## config.mk

```make
export PLATFORM = sky130hd
export DESIGN_NAME = mem_access
export DESIGN_NICKNAME = d
export VERILOG_FILES = /design/src/rtl/mem_access.sv
export SDC_FILE = /design/constraint.sdc
export NUM_CORES = 1
export LEC_CHECK = 0
export ABC_AREA = 1
export BUFFER_PORTS_ARGS = -buffer_cell sky130_fd_sc_hd__buf_2
export CORE_MARGIN = 5
export CORE_UTILIZATION = 30
export CTS_CLUSTER_DIAMETER = 120
export DETAILED_ROUTE_END_ITERATION = 10
export HOLD_SLACK_MARGIN = 0.08
export SLEW_MARGIN = 20
export SYNTH_ARGS = -nofsm -noshare
export SYNTH_HDL_FRONTEND = slang
export SYNTH_SLANG_ARGS = --single-unit
```

## constraint.sdc

```tcl
create_clock -name clk -period 13.7 [get_ports clk]
set_input_delay 2.74 -clock clk [delete_from_list [all_inputs] [get_ports clk]]
set_output_delay 2.74 -clock clk [all_outputs]
set_load 0.01 [all_outputs]
```

## src/rtl/mem_access.sv

```systemverilog
// MEM pipeline stage: issues word loads/stores over a ready handshake, stalls
// upstream while memory is busy, and drives the MEM/WB register.
module mem_access #(
  parameter int TIMEOUT = 15
) (
  input  logic        clk,
  input  logic        rst,
  input  logic [31:0] alu_rst_i,
  input  logic [31:0] mem_wdata_i,
  input  logic [4:0]  rd_i,
  input  logic        memread_i,
  input  logic        memwrite_i,
  input  logic        memtoreg_i,
  input  logic        regwrite_i,
  output logic        dmem_req_o,
  output logic        dmem_we_o,
  output logic [31:0] dmem_addr_o,
  output logic [31:0] dmem_wdata_o,
  input  logic [31:0] dmem_rdata_i,
  input  logic        dmem_ready_i,
  output logic        stall_o,
  output logic [31:0] wb_data_o,
  output logic [4:0]  rd_o,
  output logic        regwrite_o,
  output logic        err_o
);

  localparam int CNT_W = $clog2(TIMEOUT + 1);

  typedef enum logic {S_IDLE, S_WAIT} state_t;

  state_t             state, next_state;
  logic [CNT_W-1:0]   wait_cnt, next_cnt;

  logic [31:0] hold_addr, hold_wdata;
  logic [4:0]  hold_rd;
  logic        hold_we, hold_memtoreg, hold_regwrite;

  logic        access, misaligned, capture;
  logic        req, stall, set_err;
  logic [31:0] sel_addr, sel_wdata;
  logic        sel_we;
  logic [31:0] wb_next;
  logic [4:0]  rd_next;
  logic        rw_next;

  assign access     = memread_i | memwrite_i;
  assign misaligned = (alu_rst_i[1:0] != 2'b00);

  // In WAIT the upstream stages are frozen but may still wiggle, so the
  // request is presented from the hold registers.
  assign sel_addr  = (state == S_WAIT) ? hold_addr  : {alu_rst_i[31:2], 2'b00};
  assign sel_wdata = (state == S_WAIT) ? hold_wdata : mem_wdata_i;
  assign sel_we    = (state == S_WAIT) ? hold_we    : memwrite_i;

  always_comb begin
    // NOTE: every signal driven here gets a default first, so no path can
    // leave one unassigned and infer a latch.
    next_state = state;
    next_cnt   = wait_cnt;
    req        = 1'b0;
    stall      = 1'b0;
    set_err    = 1'b0;
    capture    = 1'b0;
    wb_next    = 32'h0;
    rd_next    = 5'h0;
    rw_next    = 1'b0;

    unique case (state)
      S_IDLE: begin
        if (!access) begin
          wb_next = alu_rst_i;
          rd_next = rd_i;
          rw_next = regwrite_i;
        end else if (misaligned) begin
          set_err = 1'b1;
        end else begin
          req     = 1'b1;
          capture = 1'b1;
          if (dmem_ready_i) begin
            wb_next = memtoreg_i ? dmem_rdata_i : alu_rst_i;
            rd_next = rd_i;
            rw_next = regwrite_i;
          end else begin
            stall      = 1'b1;
            next_state = S_WAIT;
            next_cnt   = '0;
          end
        end
      end

      S_WAIT: begin
        req = 1'b1;
        if (dmem_ready_i) begin
          wb_next    = hold_memtoreg ? dmem_rdata_i : hold_addr;
          rd_next    = hold_rd;
          rw_next    = hold_regwrite;
          next_state = S_IDLE;
        end else if (wait_cnt == CNT_W'(TIMEOUT - 1)) begin
          // Abort: drop the request and release the pipeline with a bubble.
          set_err    = 1'b1;
          next_state = S_IDLE;
        end else begin
          stall    = 1'b1;
          next_cnt = wait_cnt + 1'b1;
        end
      end

      default: next_state = S_IDLE;
    endcase
  end

  assign dmem_req_o   = req & ~rst;
  assign dmem_we_o    = req & sel_we & ~rst;
  assign stall_o      = stall & ~rst;
  assign dmem_addr_o  = sel_addr;
  assign dmem_wdata_o = sel_wdata;

  always_ff @(posedge clk) begin
    // NOTE: state updates use non-blocking assignments so every register
    // samples the values from before this edge.
    if (rst) begin
      state      <= S_IDLE;
      wait_cnt   <= '0;
      wb_data_o  <= 32'h0;
      rd_o       <= 5'h0;
      regwrite_o <= 1'b0;
      err_o      <= 1'b0;
    end else begin
      state      <= next_state;
      wait_cnt   <= next_cnt;
      wb_data_o  <= wb_next;
      rd_o       <= rd_next;
      regwrite_o <= rw_next;
      if (set_err) err_o <= 1'b1;
    end
  end

  // NOTE: hold registers need no reset; they are only read in WAIT, which is
  // always entered through a capture edge.
  always_ff @(posedge clk) begin
    if (capture) begin
      hold_addr     <= {alu_rst_i[31:2], 2'b00};
      hold_wdata    <= mem_wdata_i;
      hold_we       <= memwrite_i;
      hold_rd       <= rd_i;
      hold_memtoreg <= memtoreg_i;
      hold_regwrite <= regwrite_i;
    end
  end

endmodule

```

Word-level counts from Yosys, hierarchy flattened:

Index checks and enable logic that the tools add are counted.

* input port bits: 108
* output and inout bits: 106
* bits in registers: 114

* $add $sub $neg: 1
* equal/unequal tests: 6
* bitwise gates (word level): 7
* reduce and logical (&&, ||, !) cells: 2
* multiplexer cells: 41

Operator list (number)
* $mux W32: 8
* $pmux W32 S2: 1
* $mux W4: 5
* $mux W5: 4
* $mux W1: 17
* $ne A2 B2 Y1 const B: 5
* $pmux W5 S2: 1
* $pmux W1 S2: 4
* $pmux W4 S2: 1
* $reduce_and A5 Y1: 1
* $add A4 B1 Y4 const B: 1
* $and A1 B1 Y1: 4
* $eq A4 B4 Y1 const B: 1
* $not A1 Y1: 2
* $reduce_bool A2 Y1: 1
* $or A1 B1 Y1: 1

Logic depth before layout (Yosys ltp):

* depth after elaboration: 6
* mapped depth: 8
* gate-level depth less buffers: 8

Worst setup path after synthesis:

Ideal clock, no wire load.

* path kind: input-to-reg
* from: input port memwrite_i
* to: register hold_addr[10] (enable)
* data required time: 13202 ps
* library setup time: 498 ps
* path buffers: 0
* arrival time: 5911 ps
* path slack: 7290 ps
* cell stages on the path: 4
* path through: inv_1 > nand2_2 > nand2_1 > nor2_1

* longest elaborated chain between the ends: 3

RTL lines
* start, declared: RTL line 12 `input logic memwrite_i,`
* $or A1 B1 Y1: RTL line 47 `assign access = memread_i | memwrite_i;`
* $mux W1: RTL line 71 `if (!access) begin`
* $mux W1: RTL line 69 `unique case (state)`
* net capture: RTL line 39 `logic access, misaligned, capture;`
* end signal, assigned: RTL line 143 `hold_addr <= {alu_rst_i[31:2], 2'b00};`
* end, declared: RTL line 35 `logic [31:0] hold_addr, hold_wdata;`

The timed path passes the listed nets, and every way through them passes these cells.
A chain may end at the register's enable or synchronous reset.

Final worst setup path:

* from: input port rst
* to: output port dmem_we_o

* longest elaborated chain between the ends: 2

RTL lines
* start, declared: RTL line 7 `input logic rst,`
* $not A1 Y1: RTL line 114 `assign dmem_we_o = req & sel_we & ~rst;`
* $and A1 B1 Y1: RTL line 114
* end, declared: RTL line 16 `output logic dmem_we_o,`

Every way passes these cells.

==> flow_summary.yaml <==
run_status:
  status: "finished, final reports clean"
die:
  die_w_um: 145
  rows: 49
  die_h_um: 145
  core_area_mm2: 0.0179
  start_util_pct: 30.5
  ios: 214
  die-area_mm2: 0.0210
power:
  max-vdd-ir-drop_mv: 0.0809
  leakagePower_nw: 3.51
  p_per_area_mw_per_mm2: 130
critical_path:
  reg2reg_depth: 3
  critical_path.slowest_cell: "buf_2"
  cp_max_fo: 44
  endpoint_kind: "output port"
  start_kind: "primary input"
  cp_cell_sequence: "buf_2, inv_1, nand2_1, nor2_1, buf_2"
  path_class: "in2out"
  cpPeakStageDelay_ns: 0.74
  critPathRequiredTime_ns: 10.96
  cp.depth: 5
  cp.arrival_ns: 4.01
  crit_family: "buffers and inverters"
  cpMostUsedCell: "buf_2"
  path_buf_inv: 3
clocking:
  cts_buffer_depth: 2
  cts_setup_buffers: 0
  cts_sinks: 114
  cts-htree-levels: 4
  cts_root_buffer: "clkbuf_16"
  cts-hold-fix-buffers: 0
  tritoncts: "built"
  clk_transition_reported_paths_ns: 0.05
  cts-resized-gates: 0
  insertion_delay_ns: 0.41
  cts_made_buffers: 17
detailed_routing:
  ant_nets: 0
  vias: 5111
  drc_errors: 0
  first_iter_violations: 246
  via_per_inst: 4.57
  wl_per_cell_um: 15.0
  drt_pre_antenna_iters: 4
  wirelength_mm: 16.8
grt:
  grt_max_degree: 57
  antenna_found_initial: 2
  grt-ovfl-total: 0
  grt_pass1_wl_mm: 25.3
  grt_pass1_vias: 4897
  grt_util_all_layers_pct: 15.6
yosys:
  avgSynthCellArea_um2: 8.01
  yosys_warnings: 0
  syn_inst: 681
  synth_area_mm2: 0.00545
  synth_area_leaders: "edfxtp_1, nand2_1, dfxtp_1, a21oi_1, o21ai_0"
  yosysTopAreaCellShare_pct: 38.5
  synth_top_cell_by_area: "edfxtp_1"
  ys_seq_area_share_pct: 54.7
  ys_ff_latch: 114
  synthDistinctLibCells: 24
timing:
  finalHoldViolCount: 0
  fmax_ghz: 0.148
  whs_ns: 0.479
  min_period_ns: 6.75
  setup_viol: 0
  slew_violations: 0
  worst_pin_slew_ns: 1.00
  period_share_pct: 49.3
  slew_headroom_pct: 33.2
  final.setup_skew_ns: 0.00703
  setup_tns_ns: 0
  rsz0062_at_grt: "no"
layout:
  final_core_util_pct: 40.3
  layout_commonest_cell: "nand2_1"
  drive_above_1_share_pct: 29.4
  nets: 987
  final_cell_mix: "nand2_1, buf_2, a21oi_1"
  n_antenna_cell: 0
  final_cells: 1119
  layout-area-overhead-vs-synth_pct: 32.4
worst_hold_path:
  hold_path_depth: 2
  hold_class: "reg2reg"
placed_design:
  portBuffers: 211
  placed_cells: 1087
  place_congestion: 0.823
  hpwl_mm: 11.4
flow_run:
  cap_violations: 0
tightest hold or removal path, cell delays in order, from the launching register on:
cell and delay, ns:
dfxtp_1 0.32, o21ai_0 0.08, inv_1 0.05
area by class of cell:
type / instances / area [um^2]
clock inverter: 9 / 101
clock buffer: 23 / 498
timing repair buffer: 216 / 1090
fill: 1846 / 10700
multi-input combinational: 468 / 2030
sequential: 114 / 2980
tap: 229 / 287
inverter: 60 / 225
power by group:
| part | internal, W | total (W) | switching [W] | leakage, nW |
|---|---|---|---|---|
| Clock | 0.000290 | 0.000445 | 0.000155 | 0.295 |
| Combinational | 0.0000389 | 0.000107 | 0.0000683 | 2.21 |
| Sequential | 0.000380 | 0.000384 | 0.00000423 | 1.01 |
| Total | 0.000709 | 0.000937 | 0.000227 | 3.51 |
registers in the layout, summed over array words and instances (netlist names), 4 cells and up:
register and count:
hold_rd 5, hold_addr 30, wb_data_o 32, rd_o 5
wait_cnt 4, hold_wdata 32
path summary, 6_finish.rpt:
| check | from | end | slack, ns |
|---|---|---|---|
| setup / recovery | rst | dmem_we_o | 6.95 |
| hold / removal | err_o | err_o | 0.48 |
| setup reg to reg | state | hold_wdata[24] | 11.27 |
| hold reg to reg | err_o | err_o | 0.48 |
metal layers:
metal	global-route usage (%)	wire, um	up-vias
li1	-	-	2592
met1	19.5	7130	2294
met2	25.7	7930	190
met3	4.30	1290	31
met4	6.33	396	4
met5	0	21	-
Yosys cell counts:
cell        n
a21oi_2     4
buf_1       3
conb_1      1
o211ai_1    2
nand4_1     1
nand2_1   264
nand2_2     3
ha_1        2
clkbuf_1   16
dfxtp_1    44
o21ai_0    60
a21oi_1    77
nor2_1     28
edfxtp_1   70
nor2_4      1
clkinv_1    1
nor2_2      2
inv_2       2
o21ai_1     1
buf_6       5
nand3_1    21
buf_4       7
buf_2       9
inv_1      57
cells by family after synthesis:
kind of cell               share of synthesized area [%]
adders and majority gates                          0.459
buffers and inverters                               8.26
other                                             0.0688
AOI/OAI and AO/OA                                   13.6
and+or+nand+nor                                     22.9
DFF                                                 54.7
through the flow:
| step | power, W | area [um^2] | setup WS, ns |
|---|---|---|---|
| after floorplan | 0.000449 | 5460 | 7.29 |
| final | 0.000937 | 7220 | 6.95 |
| after global routing | 0.000978 | 7220 | 6.81 |
| after CTS | 0.000950 | 7220 | 6.92 |
| after detailed placement | 0.000499 | 6620 | 6.93 |
| after global placement | 0.000499 | 6620 | 6.97 |
No activity file was read; power rests on OpenSTA's default activity.
